==> src/rtl/systolic_array_seq.sv <==
// Pass sequencer for an N x N systolic MAC array: weight preload, skewed
// activation streaming, result drain and a one-cycle done pulse.
module systolic_array_seq #(
    parameter int unsigned N      = 4,
    parameter int unsigned ADDR_W = 8,
    parameter int unsigned CNT_W  = 9
) (
    input  logic                   clk,
    input  logic                   rst,
    input  logic                   start,
    input  logic [7:0]             k_len,
    input  logic                   stall,
    input  logic                   abort,
    output logic                   busy,
    output logic                   done,
    output logic                   pe_enable,
    output logic                   weight_load,
    output logic                   accumulate,
    output logic                   w_rd_en,
    output logic [ADDR_W-1:0]      w_rd_addr,
    output logic                   a_rd_en,
    output logic [ADDR_W-1:0]      a_rd_addr,
    output logic [N-1:0]           row_valid,
    output logic                   res_valid,
    output logic [$clog2(N)-1:0]   res_row
);

    localparam int unsigned ROW_W = $clog2(N);
    localparam logic [CNT_W-1:0] LAST_ROW = CNT_W'(N - 1);

    typedef enum logic [2:0] {
        S_IDLE,
        S_LOAD_W,
        S_STREAM,
        S_DRAIN,
        S_DONE
    } state_e;

    state_e             state_q, state_d;
    logic [CNT_W-1:0]   cnt_q, cnt_d;
    logic [7:0]         klen_q, klen_d;

    logic [CNT_W-1:0]   klen_ext;
    logic [CNT_W-1:0]   stream_last;
    logic               in_busy_state;
    logic               advance;

    assign klen_ext      = CNT_W'(klen_q);
    assign stream_last   = klen_ext + CNT_W'(N - 2);
    assign in_busy_state = (state_q == S_LOAD_W) || (state_q == S_STREAM) ||
                           (state_q == S_DRAIN);
    assign advance       = !stall;

    // State, phase counter and latched vector count
    always_ff @(posedge clk) begin
        if (rst) begin
            state_q <= S_IDLE;
            cnt_q   <= '0;
            klen_q  <= '0;
        end else begin
            state_q <= state_d;
            cnt_q   <= cnt_d;
            klen_q  <= klen_d;
        end
    end

    // Next-state: abort beats stall; stall freezes state and counter
    always_comb begin
        state_d = state_q;
        cnt_d   = cnt_q;
        klen_d  = klen_q;
        if (in_busy_state && abort) begin
            state_d = S_IDLE;
            cnt_d   = '0;
        end else begin
            case (state_q)
                S_IDLE: begin
                    if (start) begin
                        cnt_d = '0;
                        if (k_len != 8'd0) begin
                            state_d = S_LOAD_W;
                            klen_d  = k_len;
                        end else begin
                            state_d = S_DONE;
                        end
                    end
                end
                S_LOAD_W: begin
                    if (advance) begin
                        if (cnt_q == LAST_ROW) begin
                            state_d = S_STREAM;
                            cnt_d   = '0;
                        end else begin
                            cnt_d = cnt_q + CNT_W'(1);
                        end
                    end
                end
                S_STREAM: begin
                    if (advance) begin
                        if (cnt_q == stream_last) begin
                            state_d = S_DRAIN;
                            cnt_d   = '0;
                        end else begin
                            cnt_d = cnt_q + CNT_W'(1);
                        end
                    end
                end
                S_DRAIN: begin
                    if (advance) begin
                        if (cnt_q == LAST_ROW) begin
                            state_d = S_DONE;
                            cnt_d   = '0;
                        end else begin
                            cnt_d = cnt_q + CNT_W'(1);
                        end
                    end
                end
                S_DONE: begin
                    state_d = S_IDLE;
                    cnt_d   = '0;
                end
                default: begin
                    state_d = S_IDLE;
                    cnt_d   = '0;
                end
            endcase
        end
    end

    // Moore output decode; stall gates every strobe but leaves busy/accumulate
    always_comb begin
        busy        = 1'b0;
        done        = 1'b0;
        pe_enable   = 1'b0;
        weight_load = 1'b0;
        accumulate  = 1'b0;
        w_rd_en     = 1'b0;
        w_rd_addr   = '0;
        a_rd_en     = 1'b0;
        a_rd_addr   = '0;
        row_valid   = '0;
        res_valid   = 1'b0;
        res_row     = '0;
        case (state_q)
            S_LOAD_W: begin
                busy        = 1'b1;
                pe_enable   = advance;
                weight_load = advance;
                w_rd_en     = advance;
                w_rd_addr   = ADDR_W'(cnt_q);
            end
            S_STREAM: begin
                busy       = 1'b1;
                accumulate = 1'b1;
                pe_enable  = advance;
                if (cnt_q < klen_ext) begin
                    a_rd_en   = advance;
                    a_rd_addr = ADDR_W'(cnt_q);
                end
                // Row i sees its K vectors delayed by i cycles
                for (int unsigned i = 0; i < N; i++) begin
                    row_valid[i] = advance && (cnt_q >= CNT_W'(i)) &&
                                   (cnt_q < klen_ext + CNT_W'(i));
                end
            end
            S_DRAIN: begin
                busy       = 1'b1;
                accumulate = 1'b1;
                pe_enable  = advance;
                res_valid  = advance;
                res_row    = ROW_W'(cnt_q);
            end
            S_DONE: begin
                done = 1'b1;
            end
            default: begin
                busy = 1'b0;
            end
        endcase
    end

endmodule

==> config.mk <==
export PLATFORM = sky130hd
export DESIGN_NAME = systolic_array_seq
export DESIGN_NICKNAME = d
export VERILOG_FILES = /design/src/rtl/systolic_array_seq.sv
export SDC_FILE = /design/constraint.sdc
export NUM_CORES = 1
export LEC_CHECK = 0
export BUFFER_PORTS_ARGS = -buffer_cell sky130_fd_sc_hd__buf_2
export CAP_MARGIN = 15
export CELL_PAD_IN_SITES_DETAIL_PLACEMENT = 1
export CELL_PAD_IN_SITES_GLOBAL_PLACEMENT = 2
export CORE_ASPECT_RATIO = 1.25
export CORE_UTILIZATION = 36
export CTS_BUF_LIST = sky130_fd_sc_hd__clkbuf_2 sky130_fd_sc_hd__clkbuf_4 sky130_fd_sc_hd__clkbuf_8
export CTS_CLUSTER_SIZE = 30
export DETAILED_ROUTE_END_ITERATION = 10
export PLACE_DENSITY_LB_ADDON = 0.2
export SYNTH_ARGS = -nofsm -noshare
export SYNTH_HDL_FRONTEND = slang
export SYNTH_SLANG_ARGS = --single-unit
==> constraint.sdc <==
create_clock -name clk -period 8 [get_ports clk]
set_input_delay 1.2 -clock clk [delete_from_list [all_inputs] [get_ports clk]]
set_output_delay 1.2 -clock clk [all_outputs]
set_load 0.01 [all_outputs]
==> flow_summary.ini <==
[clock_network]
postCtsSetupRepairBufs = 0
numClockSinks = 20
clkTransAtPathRegs_ns = 0.08
clockBufferDepth = 2
htree_levels = 1
numCtsBuffers = 3
root_buffer = clkbuf_8
clkLatencyLatePin_ns = 0.27
cts_hold_buffers = 0
cts_tree = yes
post_cts_resized = 0

[die]
rows = 32
die_h_um = 91.5
die_area_um2 = 6730
fp.coreArea_um2 = 6170
initial_core_util = 0.374
die_w_um = 73.6
pin_count = 43

[logic_synthesis]
synth_top_area_frac = 0.217
synth_seq_cells = 20
yosysUniqueCellTypes = 49
synth_commonest_cells = 41 x nor2_1, 40 x ha_1, 22 x xnor2_1, 20 x dfxtp_1, 18 x nand2_1
yosys.area.top_type = ha_1
synth-main-ff-cell = dfxtp_1
synth_cells = 294
syn_area_um2 = 2300
syn_area_per_cell_um2 = 7.84
ys_seq_area_frac = 0.174
postSynth.asyncResetShare = 0
yosys-top-cells-area = ha_1 22%, dfxtp_1 17%, xnor2_1 8.4%, nor2_1 6.7%, mux2i_1 3.5%
synth_warnings = 0
synth.most_common_cell = nor2_1
synth_edf_count = 0
syn_nets = 347

[worst_setup_path]
crit_chain = inv_1 -> nor3_1 -> nand3_1 -> xnor2_1 -> ha_1 -> a21oi_1 -> nor2b_1 -> o21ai_0 -> o31ai_1 -> nor4_1 -> buf_2
cp_max_fo = 10
slowest_delay_ns = 0.53
crit_start = klen_q[3]
end_kind = output pin
cp-start-kind = flip-flop
worstSetupPathType = flip-flop to output pin
reg2reg_slack_ns = 4.90
reg2reg_from = klen_q[3]
path_buf_inv = 2
crit_arrival_ns = 2.87
cp_top_family = simple AND/OR/NAND/NOR gates
crit_slowest_cell = dfxtp_1
worst_ep_required_time_ns = 6.80

[cells_and_area]
antennaDiodeCount = 0
drive_gt1_frac = 0.169
syn2layout_area_growth_pct = 14.1
fin_nets = 379
fill_cells = 794

[sta]
slew_headroom = 0.234
rsz0062_at_grt = false
fin_crit_ns = 4.07
skew_ns = 0.00365
setup_viol = 0
tightest_slew_ns = 1.15
setup_ws_ns = 3.93
fin_crit_sh = 0.509
fin_tns_setup_ns = 0
hold_viol = 0
clock.fmax_mhz = 246
slew_violations = 0

[route]
viasPerCell = 5.44
wl_mm = 6.85
first_pass_iters = 4
dr.first_iter.drc_count = 45
wl_per_cell_um = 16.7
ant_nets = 0
drc_errors = 0
dr_total_vias = 2229

[worst_hold_path]
min-delay-start = klen_q[5]
hold_class = flip-flop to flip-flop

[job]
max-cap-violations = 0

[power]
p_per_area_nw_per_um2 = 169
leakagePower_nw = 1.15
peakVddDrop_mv = 0.113

[grt]
track_usage = 0.216
grt_antenna_before_repair = 0
overflow = 0
grt_pass1_wl_mm = 11.2
grt_pass1_vias = 2246
grt_start_max_net_pins = 17

[placed_design]
pre_cts_slack_ns = 4.26
numPortBuffers = 42
hpwl_mm = 5.33
place_congestion = 0.808

[outcome]
status = finished, final reports clean
cell usage in the layout, fill, tap and decap left out, drive strengths merged, types with 2 or more instances in the layout:
cell | netlist | final
o21a | 4 | 4
ha | 40 | 40
clkbuf | 12 | 3
o31ai | 2 | 2
mux2i | 8 | 8
nor2b | 7 | 7
and3 | 4 | 4
o2111ai | 2 | 2
and2 | 7 | 7
nand2b | 2 | 2
or4 | 6 | 6
nor3b | 4 | 4
nor3 | 15 | 15
nand4 | 6 | 6
nand3 | 16 | 16
xnor2 | 22 | 22
inv | 13 | 13
a211oi | 4 | 4
a21oi | 7 | 7
nor2 | 41 | 41
nor4 | 3 | 3
nand2 | 18 | 18
dfxtp | 20 | 20
o21ai | 6 | 6
a2111oi | 3 | 3
buf | 4 | 43
a21o | 2 | 2
per-stage QoR:
step	hold slack (ns)	cells	util	total power, W	cell area [um2]
after floorplan	0.526	294	-	0.000283	2300
after global placement	0.579	406	0.415	0.000338	2560
after detailed placement	0.583	406	0.415	0.000341	2560
after CTS	0.598	410	0.427	0.000449	2630
after global routing	0.657	410	0.427	0.000479	2630
final	0.596	410	0.427	0.000446	2630
state kept, by name, indices dropped and copies added, names as in the netlist:
register and cells:
state_q 3, klen_q 8, cnt_q 9
worst reg2reg max path, delay by kind of cell, from the launching register on:
family	cells	cell delay, ns
and+or+nand+nor	5	1.26
AOI/OAI and AO/OA	2	0.59
DFF	1	0.53
adders and majority gates	1	0.30
buffers and inverters	1	0.19
xor gates and xnor gates	1	0.16
area by class of cell:
class	instances	area (um2)	area share
tap	85	106	0.0404
sequential	20	400	0.152
timing repair buffer	43	218	0.0828
clock buffer	3	41.3	0.0157
inverter	13	48.8	0.0186
clock inverter	1	30.0	0.0114
multi-input combinational	245	1790	0.679
final timing paths:
path,end,depth (start not counted)
max,row_valid[2],11
min,klen_q[5],2
max reg2reg,state_q[0],10
min reg2reg,klen_q[5],2
per-layer routing:
metal  vias up  global-route usage  routed length, um
li1       1108                   -                  -
met1      1056               0.277               3190
met2        55               0.375               3370
met3        10              0.0155                172
met4         0              0.0641                118
met5         -                   0                  0
report_power, final:
| group | total, W | leakage (nW) | internal, W | switching [W] |
|---|---|---|---|---|
| logic | 0.000202 | 0.948 | 0.0000830 | 0.000119 |
| clock network | 0.000105 | 0.0357 | 0.0000669 | 0.0000385 |
| registers | 0.000138 | 0.163 | 0.000110 | 0.0000282 |
| total | 0.000446 | 1.15 | 0.000260 | 0.000186 |
logic make-up after synthesis:
logic type / synth area share
AOI/OAI and AO/OA: 0.123
buffers and inverters: 0.0543
muxes: 0.0347
xor gates and xnor gates: 0.0874
DFF: 0.174
and+or+nand+nor: 0.310
adders and majority gates: 0.217
(Power assumes the default switching activity.)
